`config.mk`:
```
export PLATFORM = sky130hd
export DESIGN_NAME = symbol_sequencer
export DESIGN_NICKNAME = d
export VERILOG_FILES = /design/src/rtl/zigbee_pkg.sv /design/src/rtl/MUX414.sv /design/src/rtl/symbol_sequencer.sv
export SDC_FILE = /design/constraint.sdc
export NUM_CORES = 1
export LEC_CHECK = 0
export CAP_MARGIN = 15
export CORE_MARGIN = 5
export CORE_UTILIZATION = 55
export CTS_BUF_LIST = sky130_fd_sc_hd__clkbuf_16
export DETAILED_ROUTE_END_ITERATION = 10
export PLACE_DENSITY = 0.81
export SLEW_MARGIN = 25
export SYNTH_ARGS = -nofsm -noshare
export SYNTH_HDL_FRONTEND = slang
export SYNTH_HIERARCHICAL = 1
export SYNTH_SLANG_ARGS = --single-unit
export TNS_END_PERCENT = 10
```
`constraint.sdc`:
```
create_clock -name inClk -period 3.35 [get_ports inClk]
set_clock_uncertainty 0.05 [all_clocks]
set_input_delay 0.67 -clock inClk [delete_from_list [all_inputs] [get_ports inClk]]
set_output_delay 0.67 -clock inClk [all_outputs]
set_load 0.005 [all_outputs]
```
`src/rtl/zigbee_pkg.sv`:
```
// Shared constants and types for the zigbee symbol path.
package zigbee_pkg;

    localparam int SYM_W  = 4;
    localparam int WORD_W = 16;
    localparam int N_SYM  = 4;

    typedef logic [SYM_W-1:0]         sym_t;
    typedef logic [WORD_W-1:0]        word_t;
    typedef logic [$clog2(N_SYM)-1:0] sel_t;

    // One buffered word: symbols, symbol count minus one, frame-end tag.
    typedef struct packed {
        word_t word;
        sel_t  cnt;
        logic  last;
    } slot_t;

endpackage

```
`src/rtl/MUX414.sv`:
```
// 4:1 mux of 4-bit nibbles. din = {word[15:0], sel[1:0]};
// select 0 picks the most significant nibble, select 3 the least.
module MUX414 (
    input  logic [17:0] din,
    output logic [3:0]  dout
);

    // Nibble selection from the low two bits of din.
    always_comb begin
        // NOTE: default first so every path assigns dout and no latch is inferred.
        dout = din[17:14];
        case (din[1:0])
            2'd0: dout = din[17:14];
            2'd1: dout = din[13:10];
            2'd2: dout = din[9:6];
            2'd3: dout = din[5:2];
            default: dout = din[17:14];
        endcase
    end

endmodule

```
`src/rtl/symbol_sequencer.sv`:
```
// Splits 16-bit words of four zigbee symbols into a symbol stream.
// An active slot feeds the mux; a one-deep pending slot lets the next word
// wait so consecutive words stream without a bubble.
module symbol_sequencer
    import zigbee_pkg::*;
(
    input  logic        inClk,
    input  logic        inRst,
    input  logic        inWordValid,
    output logic        outWordReady,
    input  logic [15:0] inWord,
    input  logic [1:0]  inWordCnt,
    input  logic        inWordLast,
    output logic        outSymValid,
    input  logic        inSymReady,
    output logic [3:0]  outSym,
    output logic        outSymLast,
    output logic        outBusy
);

    logic  act_valid;
    logic  pend_valid;
    slot_t act;
    slot_t pend;
    sel_t  sel;

    slot_t in_slot;
    logic  word_xfer;
    logic  sym_xfer;
    logic  at_end;
    logic  fin;

    assign in_slot   = '{word: inWord, cnt: inWordCnt, last: inWordLast};
    assign word_xfer = inWordValid & outWordReady;
    assign sym_xfer  = act_valid & inSymReady;
    assign at_end    = (sel == act.cnt);
    assign fin       = sym_xfer & at_end;

    // Active/pending slot loading and symbol select counter.
    always_ff @(posedge inClk) begin
        // NOTE: non-blocking assignments so every register samples pre-edge values.
        if (inRst) begin
            act_valid  <= 1'b0;
            pend_valid <= 1'b0;
            act        <= '0;
            pend       <= '0;
            sel        <= '0;
        end else if (!act_valid || (fin && !pend_valid)) begin
            // Active slot is free (or frees now): an accepted word goes straight in.
            act_valid <= word_xfer;
            if (word_xfer) begin
                act <= in_slot;
            end
            sel <= '0;
        end else if (fin) begin
            // Active word finishes with a word waiting: promote it, no bubble.
            act        <= pend;
            pend_valid <= 1'b0;
            sel        <= '0;
        end else begin
            // Active word still sending: park any accepted word and advance.
            if (word_xfer) begin
                pend_valid <= 1'b1;
                pend       <= in_slot;
            end
            if (sym_xfer) begin
                sel <= sel + 1'b1;
            end
        end
    end

    MUX414 u_mux (
        .din  ({act.word, sel}),
        .dout (outSym)
    );

    // Ready depends on registered state only, so upstream never sees inSymReady.
    assign outWordReady = !pend_valid;
    assign outSymValid  = act_valid;
    assign outSymLast   = act_valid & act.last & at_end;
    assign outBusy      = act_valid | pend_valid;

endmodule

```
# Yosys cells after proc, flatten, opt, wreduce, memory -nomap -nowiden
# Cells that the tools add are included.
# W data, S select, Z words.
[word_totals]
out_inout_bits = 8
ff_bits = 42
in_bits = 23
wordCells = 40
[op_classes]
mux = 6
n_bitwise = 8
reduce_logical = 11
n_eq_ne = 5
add_sub_neg = 1
[op_table]
columns = ["operator", "count"]
rows = [
  ["$mux W19", 3],
  ["$pmux W4 S4", 1],
  ["$and A1 B1 Y1", 5],
  ["$eq A2 B2 Y1 const B", 2],
  ["$reduce_and A2 Y1", 2],
  ["$reduce_bool A2 Y1", 2],
  ["$reduce_and A3 Y1", 1],
  ["$reduce_or A3 Y1", 1],
  ["$add A2 B1 Y2 const B", 1],
  ["$eq A2 B1 Y1 const B", 1],
  ["$eq A2 B2 Y1", 1],
  ["$logic_not A1 Y1", 2],
  ["$logic_not A2 Y1", 1],
  ["$mux W1", 2],
  ["$ne A2 B2 Y1 const B", 1],
  ["$not A1 Y1", 2],
  ["$logic_and A1 B1 Y1", 1],
  ["$logic_or A1 B1 Y1", 1],
  ["$or A1 B1 Y1", 1],
]

# Depth between registers and ports, before layout
# Gate-level depths: netlist of the first run.
[depth]
word_depth = 6
mapped_depth = 7
ltp_nobuf = 4

# Modules after synthesis
# The synthesis of the first run kept the hierarchy.
[by_module_without_submodules]
columns = ["module", "cells_each", "seq_area_each_um2", "area_each_um2", "n_inst"]
rows = [
  ["symbol_sequencer", 223, 840.8, 1985.7, 1],
  ["MUX414", 4, 0.0, 105.1, 1],
]

# Worst setup path before layout of the first run
# Ideal clock, no wire load.
[synth_path]
path_type = "input to register"
start = "input port inWordValid"
end = "register act[10] (netlist name)"
stages = 6
path_slack_ns = 1.432
path_buffers = 2
t_arrival_ns = 1.782
cell_sequence = "nor2b_1 > a21oi_2 > or2_1 > buf_6 > buf_6 > a221oi_2"
[synth_via]
elab_chain_cells = 3
[synth_lines]
columns = ["item", "line", "rtl"]
rows = [
  ["from (decl)", "symbol_sequencer.sv:9", "input logic inWordValid,"],
  ["$and A1 B1 Y1", "symbol_sequencer.sv:34", "assign word_xfer = inWordValid & outWordReady;"],
  ["$ne A2 B2 Y1 (no source line)", "--", ""],
  ["$reduce_and A2 Y1 (no source line)", "--", ""],
  ["to (signal assigned)", "symbol_sequencer.sv:52", "act <= in_slot;"],
  ["to (signal assigned)", "symbol_sequencer.sv:57", "act <= pend;"],
  ["to (decl)", "symbol_sequencer.sv:23", "slot_t act;"],
]
# No other way between the ends.
# A chain may end at the register's enable or synchronous reset.

# Worst setup path after layout of the first run
[layout_path]
start = "register sel[0]"
end = "output port outSym[2]"
[layout_via]
elab_chain_cells = 2
[layout_lines]
columns = ["item", "line", "rtl"]
rows = [
  ["from (decl)", "symbol_sequencer.sv:25", "sel_t sel;"],
  ["from (signal assigned)", "symbol_sequencer.sv:67", "sel <= sel + 1'b1;"],
  ["$eq A2 B2 Y1, or another cell as far along", "MUX414.sv:12", "case (din[1:0])"],
  ["$pmux W4 S4 *", "MUX414.sv:12", ""],
  ["to (decl)", "symbol_sequencer.sv:16", "output logic [3:0] outSym,"],
]
# Mark *: on every way between the ends. The rest lies on a longest branch, timed or not.

==> results.md, run 1 <==
* GRT Overall Usage at slightly above 20%
* Ys async rst share at 0%
* Total design power at between 1000 and 1500 uW
* Skew-Pair Late Insertion Delay at about 0.28 ns
* CTS tree: yes
* Initial antenna violation count at 0
* # port buffers at 30
* Yosys warnings at 6
* Slowest stage cell, crit path: dfxtp_1
* Drt first pass iters at 4
* Post-route ant nets at 0
* Peak VDD IR at 309 uV
* Drt drc at 0
* Final WL at ~5000 um
* Static leakage at ~0.00089 uW
* # setup viols final at 0
* Layout cells sized above 1 at 13.0%
* Ports at 31
* Cell row count at 22
* Post-CTS Setup Repair Bufs at 0
* Post-Route Setup TNS at 0 ns
* Crit. End Element: output pin
* Register area share after synthesis at around 40%
* Cell area after synthesis at 2090 um^2
* Crit path max fanout at 9
* Hold_buf cts at 0
* Final Cycle Share at between 80% and 90%
* Core area at ~3700 um^2
* Clock slew at the register clock pins of the worst setup and hold paths at 0.06 ns
* Tmin final at 2.78 ns
* Post-synth EDFFs at 0
* TritonCTS buffer count at 5
* Worst path cell trace: mux4_1 -> clkdlybuf4s50_1
* Worst path required time at roughly 2.6 ns
* Largest net degree at the start of global routing at 43
* Hold crit path type: reg -> reg
* Initial DRC Count at 181
* Chip Width at a little over 70 um
* Clock Tree Buf Depth at 2
* Worst path top cell family by delay: flip-flops
* H-tree depth at 2
* Max cap viols at 0
* Critical Path AT at between 2 and 2.5 ns
* Post-CTS sizing at 0
* Vias per cell at about 6
* Synth Register Bits at 42
* CTS Sinks at 42
* Antenna cell count at 0
* Area Overhead vs Synth at 21.4%
* Rel. slew slack at a little over two fifths
* Crit-path max cell delay at ~0.66 ns
* Sequential cell area at between 800 and 900 um^2
* Root Driver: clkbuf_16
* Layout filler cell count at approximately 310
* Status: completed
* Nets at between 200 and 300
* Power Density at between 500 and 600 nW/um^2
* First-pass GRT wire length at 8460 um
* Synthesized area per cell at 9.21 um^2
* Gate Count Post-Synth at between 200 and 250
* Area of the die at just over 5000 um^2
* Netlist cell types at 35
* Die Ht at 71.7 um
* Starting Density at between 50% and 60%
* Wirelength per Cell at 16.5 um
* DR vias at approximately 1800
* Unrepaired setup endpoints after global routing: no
* Fmax at between 300 and 400 MHz
* WS Path Type: reg -> out
* Commonest register cell after synthesis: dfxtp_1
* Crit start category: flop
* CP Buf/Inv Count at 1
* Vias in the first global route at approximately 1800
* Final hold vios at 0
* Final HPWL DP at 3170 um
* Worst Tran Pin Value at approximately 0.86 ns
* Synth Net Count at 250
* Final Wtd Congestion at 0.850
* Area of the multi-input gates at 1070 um^2
* Slew Limit Fails at 0
* Global route overflow at 0
[report_power, final]
group,internal [uW],switching (uW)
combinational,119,146
clock,273,194
sequential,538,23.9
total,930,364
[synth_stat cells, types with 2 or more instances]
cell type / instances / area, um^2
buf_2: 3 / 15.0
nor3_1: 3 / 15.0
buf_1: 2 / 7.51
a221oi_2: 10 / 150
clkbuf_1: 8 / 30.0
a221oi_1: 8 / 70.1
inv_1: 21 / 78.8
nor2b_1: 2 / 12.5
mux4_1: 4 / 105
buf_4: 2 / 15.0
buf_6: 3 / 33.8
a211oi_1: 2 / 15.0
xnor2_2: 2 / 32.5
a21oi_1: 22 / 110
dfxtp_1: 42 / 841
a311oi_1: 18 / 158
nand2_1: 57 / 214
[worst paths after layout]
check / startpoint / end / slack [ns] / depth (start not counted)
max: sel[0]$_SDFFE_PP0P_ / outSym[2] / 0.57 / 2
min: pend[8]$_SDFFE_PP0P_ / pend[8]$_SDFFE_PP0P_ / 0.41 / 2
max reg2reg: sel[0]$_SDFFE_PP0P_ / pend[18]$_SDFFE_PP0P_ / 1.26 / 4
min reg2reg: pend[8]$_SDFFE_PP0P_ / pend[8]$_SDFFE_PP0P_ / 0.41 / 2
[registers in the layout, indices dropped and copies added (netlist names)]
signal       flops
sel              2
act             19
pend            19
pend_valid       1
outSymValid      1
[cell usage in the layout (no fill, tap or decap), types with 2 or more instances in the layout]
master / n
nand2_1: 57
dfxtp_1: 42
clkdlybuf4s50_1: 30
inv_1: 22
a21oi_1: 22
a311oi_1: 18
a221oi_2: 10
a221oi_1: 8
buf_4: 6
clkbuf_16: 5
mux4_1: 4
nor3_1: 3
xnor2_2: 2
nor2b_1: 2
a211oi_1: 2
[cell type report]
| type | instances | area share [%] |
|---|---|---|
| Tap cell | 48 | 2.37 |
| Clock inverter | 3 | 0.690 |
| Clock buffer | 5 | 4.93 |
| Sequential cell | 42 | 33.1 |
| Inverter | 22 | 3.25 |
| Multi-Input combinational cell | 145 | 42.0 |
| Timing Repair Buffer | 36 | 13.6 |
[cell families (layout without fill, tap and decap cells)]
family | after synthesis | count (layout) | synth area share [%]
XOR/XNOR | 4 | 4 | 2.75
AO/OA/AOI/OAI | 68 | 68 | 28.9
flip-flops | 42 | 42 | 40.2
buffers and inverters | 40 | 66 | 8.80
AND/OR/NAND/NOR | 68 | 68 | 13.8
multiplexers | 5 | 5 | 5.57
[stage by stage]
step	setup WS, ns	area [um^2]	hold slack, ns	util [%]	cells
after floorplan	1.43	2090	0.387	-	227
after global placement	0.790	2390	0.393	65.4	293
after detailed placement	0.699	2390	0.399	65.4	293
after CTS	0.556	2540	0.410	69.3	301
after global routing	0.468	2540	0.420	69.3	301
final	0.569	2540	0.409	69.3	301
[metal layers]
metal	vias to the layer above	routed length, um	track usage [%]
met1	846	2080	25.5
li1	873	-	-
met5	-	0	0
met3	2	306	5.33
met4	0	27	7.93
met2	52	2570	34.5
[worst min-delay path, stage by stage (launching register included)]
cell,delay (ns)
dfxtp_1,0.31
nand2_1,0.05
a21oi_1,0.05
(Power assumes the default switching activity.)
==> inputs of run 2 (changes only) <==
Settings changed: CORE_UTILIZATION 55 to 48, PLACE_DENSITY 0.81 to 0.75.
Clock period 3.35 ns to 2.46 ns, I/O delays scaled along.
==> run 2 against run 1 <==
Against the previous run: sequential power up 36%; register-to-register slack worse by 0.74 ns; first-iteration DRC count down 42%; cell area grew 3.3%; via count increased by 0.34%; setup slack got worse by 0.45 ns; clock-buffer cell count unchanged; sequential share of layout area decreased by 0.96 points; routed wire length decreased by 2.5%; critical path depth grew 2; combinational power increased by 42%.
==> results.md, run 2 (synthesized netlist as in run 1, its figures left out) <==
* Crit path max fanout at 5
* Crit start category: flop
* First-pass GRT wire length at about 8300 um
* CTS tree: yes
* Largest net degree at the start of global routing at 43
* Core area at 4290 um^2
* Area of the die at 5780 um^2
* Peak VDD IR at approximately 320 uV
* Static leakage at approximately 0.00093 uW
* Worst path required time at 1.92 ns
* Area Overhead vs Synth at 25.4%
* Starting Density at 48.7%
* Post-route ant nets at 0
* Global route overflow at 0
* Post-CTS Setup Repair Bufs at 0
* WS Path Type: reg -> out
* Tmin final at 2.34 ns
* Worst path cell trace: buf_4 -> xor2_2 -> nor4_1 -> clkdlybuf4s50_1
* Final hold vios at 0
* GRT Overall Usage at ~18%
* Vias per cell at around 5.7
* Grt met2 use at between 20% and 30%
* Antenna cell count at 0
* Final HPWL DP at 3150 um
* Root Driver: clkbuf_16
* Fin area at between 2000 and 3000 um^2
* Crit. End Element: output pin
* Final Cycle Share at ~95%
* Chip Width at around 76 um
* Fmax at between 400 and 500 MHz
* Max cap viols at 0
* Skew-Pair Late Insertion Delay at 0.28 ns
* DR vias at roughly 1800
* Layout filler cell count at between 300 and 400
* # port buffers at 30
* Cell row count at 24
* Commonest non-fill, non-tap cell in the layout: nand2_1
* Met3 global-route usage at under 10%
* Ports at 31
* Drt drc at 0
* Post-Route Setup TNS at 0 ns
* Post-route setup slack at approximately 0.12 ns
* Critical Path AT at approximately 1.8 ns
* Slew Limit Fails at 0
* Clock Tree Buf Depth at 2
* Vias in the first global route at 1750
* Layout cells sized above 1 at between 10% and 20%
* Met1 Use GR at a little over a fifth
* Nets at ~280
* CTS Sinks at 42
* Regs by FF count: act (19), pend (19), sel (2)
* TritonCTS buffer count at 5
* Final Wtd Congestion at 0.787
* Die Ht at about 76 um
* Dpl cell area at 2470 um^2
* CP Buf/Inv Count at 2
* Commonest non-fill, non-tap cells in the layout: nand2_1, dfxtp_1, clkdlybuf4s50_1
* Unrepaired setup endpoints after global routing: no
* Final WL at a little under 5000 um
* Status: completed
* Clock slew at the register clock pins of the worst setup and hold paths at about 0.060 ns
* Power Density at 679 nW/um^2
* Hold crit path type: reg -> reg
* # setup viols final at 0
* Initial DRC Count at 105
* Worst path top cell family by delay: buffers and inverters
* Initial antenna violation count at 0
* Gr busiest metal: met2
* Pre-CTS WS at between 0.2 and 0.25 ns
* Slowest stage cell, crit path: clkdlybuf4s50_1
* Wirelength per Cell at 15.5 um
* Drt first pass iters at 4
* H-tree depth at 2
* Worst Tran Pin Value at 0.450 ns
* Rel. slew slack at roughly 70%
* Crit-path max cell delay at about 0.55 ns
* Final hold slack at 0.406 ns
run 2: cell count changes in the layout (fill, tap and decap cells not counted):
cell	previous run	this run
buf_4	6	13
clkinvlp_4	0	1
inv_1	22	21
buf_12	0	1
dfxtp_1	42	40
dfxtp_2	0	2
run 2: worst reg2reg max path, stage by stage, from the launching register on:
cell and delay, ns:
dfxtp_2 0.37, buf_4 0.17, xnor2_2 0.28, nand3_2 0.39, a311oi_1 0.42, a221oi_1 0.12
run 2: final cells by class:
type                       count  area [um^2]  share of cell area [%]
sequential                    42          843                    32.2
clock buffer                   5          125                    4.77
clock inverter                 3         21.3                   0.811
multi-input combinational    145         1070                    40.7
tap                           52         65.1                    2.48
timing repair buffer          44          418                    15.9
inverter                      22         82.6                    3.15
run 2: what timing repair did:
item / CTS / global route
setup endpoints to repair: 0 / 1
resized for setup: 0 / 2
hold buffers: 0 / 0
run 2: power by group:
group	total, uW	internal (uW)	switching [uW]
combinational	375	175	200
clock	642	375	266
sequential	764	732	31.4
total	1780	1280	498
run 2: worst paths after layout:
path,cells past startpoint,slack (ns),end,from
worst max-delay path,4,0.12,outSymLast,sel[0]$_SDFFE_PP0P_
worst min-delay path,2,0.41,pend[3]$_SDFFE_PP0P_,pend[3]$_SDFFE_PP0P_
worst max register to register,5,0.52,act[4]$_SDFFE_PP0P_,sel[0]$_SDFFE_PP0P_
worst min register to register,2,0.41,pend[3]$_SDFFE_PP0P_,pend[3]$_SDFFE_PP0P_
run 2: routing by layer:
layer | share of wire [%] | up-vias
met5 | 0 | -
met4 | 2.2 | 0
met3 | 5.8 | 15
met2 | 50 | 54
met1 | 42 | 817
li1 | - | 893
run 2: through the flow:
| step | power (uW) | cells | util (%) |
|---|---|---|---|
| 2_1_floorplan | 1020 | 227 | - |
| 3_3_place_gp | 1150 | 305 | 57.6 |
| 3_5_place_dp | 1150 | 305 | 57.6 |
| 4_1_cts | 1800 | 313 | 61.0 |
| 5_1_grt | 1870 | 313 | 61.0 |
| 6_report | 1780 | 313 | 61.0 |
==> inputs of run 3 (changes only) <==
Settings changed: CORE_ASPECT_RATIO set to 0.7, SLEW_MARGIN 25 to 20.
==> run 3 against run 2 <==
Against the previous run: flip-flop and latch count unchanged; routed wire length is 4.3% higher; non-clock buffer count increased by 1; total power is 4.8% higher; combinational power grew 1%; via count rose by 1.6%; sequential power is essentially flat; register-to-register slack got worse by 0.05 ns; sequential share of layout area fell by 0.22 points; global-route usage grew 1.4 points; clock-buffer cell count unchanged; setup slack gained 0.014 ns.
==> results.md, run 3 (synthesized netlist as in run 1, its figures left out) <==
* H-tree depth at 2
* Clock Tree Buf Depth at 2
* Drt first pass iters at 4
* Vias per cell at around 5.7
* Layout filler cell count at ~380
* # port buffers at 30
* Final hold vios at 0
* Initial DRC Count at 110
* CTS Sinks at 42
* Met1 WL at approximately 2200 um
* Skew-Pair Late Insertion Delay at between 0.2 and 0.3 ns
* Initial antenna violation count at 0
* Power Density at slightly above 700 nW/um^2
* Crit path max fanout at 5
* Ports at 31
* Root Driver: clkbuf_16
* Fin area at between 2000 and 3000 um^2
* Hold Crit Start: pend[0]$_SDFFE_PP0P_
* Cell row count at 20
* Met3 WL at a little over 400 um
* Nets at approximately 280
* Final WL at ~5100 um
* Drt drc at 0
* Area Overhead vs Synth at 26.0%
* Total design power at 1870 uW
* GRT Overall Usage at approximately a fifth
* Hold crit path type: reg -> reg
* Worst path required time at approximately 1.9 ns
* Antenna cell count at 0
* Worst Tran Pin Value at 0.837 ns
* Wirelength per Cell at around 16 um
* Dpl cell area at approximately 2500 um^2
* Worst path cell trace: buf_4 -> xor2_2 -> nor4_1 -> clkdlybuf4s50_1
* # placed instances at just over 300
* Regs by FF count: act (19), pend (19), sel (2)
* Tmin final at approximately 2.3 ns
* Slowest stage cell, crit path: clkdlybuf4s50_1
* Area of the die at just under 6000 um^2
* Static leakage at roughly 0.00095 uW
* Final Cycle Share at between 90% and 100%
* Global route overflow at 0
* CTS tree: yes
* Fmax at approximately 430 MHz
* Chip Width at between 80 and 90 um
* Pre-CTS WS at between 0.1 and 0.15 ns
* Die Ht at 65.2 um
* Rel. slew slack at 44.1%
* # setup viols final at 0
* Post-route ant nets at 0
* R2R Path Start: sel[1]$_SDFFE_PP0P_
* Peak VDD IR at between 300 and 400 uV
* Crit. End Element: output pin
* Final Wtd Congestion at around 0.84
* Critical Path Start: sel[0]$_SDFFE_PP0P_
* Layout cells sized above 1 at 16.0%
* Crit-path max cell delay at 0.54 ns
* Starting Density at about half
* Top Layer Used: met4
* Final HPWL DP at between 3000 and 4000 um
* DR vias at roughly 1800
* Max cap viols at 0
* Vias in the first global route at roughly 1700
* TritonCTS buffer count at 5
* WS Path Type: reg -> out
* Commonest non-fill, non-tap cells in the layout: nand2_1, dfxtp_1, clkdlybuf4s50_1
* Met2 wire length at 2360 um
* Commonest non-fill, non-tap cell in the layout: nand2_1
* Crit start category: flop
* First-pass GRT wire length at approximately 8500 um
* Status: completed
* Clock slew at the register clock pins of the worst setup and hold paths at approximately 0.060 ns
* Final Non-Filler Cells at 317
* Largest net degree at the start of global routing at between 40 and 50
* Post-Route Setup TNS at 0 ns
* Unrepaired setup endpoints after global routing: no
* Post-route setup slack at between 0.1 and 0.15 ns
* Slew Limit Fails at 0
* Critical Path AT at 1.78 ns
* Core area at roughly 4300 um^2
## run 3: cell count changes in the layout (fill, tap and decap cells not counted)
cell,change
inv_1,+2
dfxtp_1,+1
buf_4,+2
bufinv_16,+1
buf_12,-1
clkinv_2,-1
clkinvlp_4,-1
dfxtp_2,-1
clkinv_4,-1
## run 3: per-stage QoR
stage / utilization (%) / hold slack [ns]
after global routing: 61.6 / 0.421
after CTS: 61.6 / 0.406
after global placement: 57.7 / 0.392
after detailed placement: 57.7 / 0.399
final: 61.6 / 0.406
after floorplan: - / 0.387
## run 3: worst paths after layout
path	to	slack (ns)	cells after the start
max	outSymLast	0.13	4
min	pend[0]$_SDFFE_PP0P_	0.41	2
max reg2reg	act[15]$_SDFFE_PP0P_	0.47	6
min reg2reg	pend[0]$_SDFFE_PP0P_	0.41	2
## run 3: cell type report
type,count,area [um^2],area share (%)
Inverter,22,82.6,3.13
Sequential cell,42,842,32.0
Clock buffer,5,125,4.75
Timing Repair Buffer,45,413,15.7
Tap cell,55,68.8,2.61
Multi-Input combinational cell,145,1070,40.5
Clock inverter,3,37.5,1.42
## run 3: metal layers
metal	global-route usage [%]	up-vias
li1	-	900
met1	25.4	833
met2	29.8	67
met3	4.51	7
met4	6.60	0
met5	0	-
## run 3: worst max-delay path, delay by kind of cell, from the launching register on
family	cells	cell delay, ns
simple gates	1	0.24
flops	1	0.37
xor+xnor	1	0.18
buf+inv	2	0.72
## run 3: power breakdown
| part | total, uW | switching (uW) | internal (uW) |
|---|---|---|---|
| sequential | 764 | 31.4 | 733 |
| combinational | 380 | 205 | 175 |
| clock | 721 | 250 | 471 |
| total | 1870 | 487 | 1380 |
## run 3: repair_timing
item / CTS / global route
gates resized for setup: 1 / 0
endpoints found under the setup margin: 1 / 0
setup buffers: 0 / 0
endpoints found under the hold margin: 0 / 0
hold buffers: 0 / 0
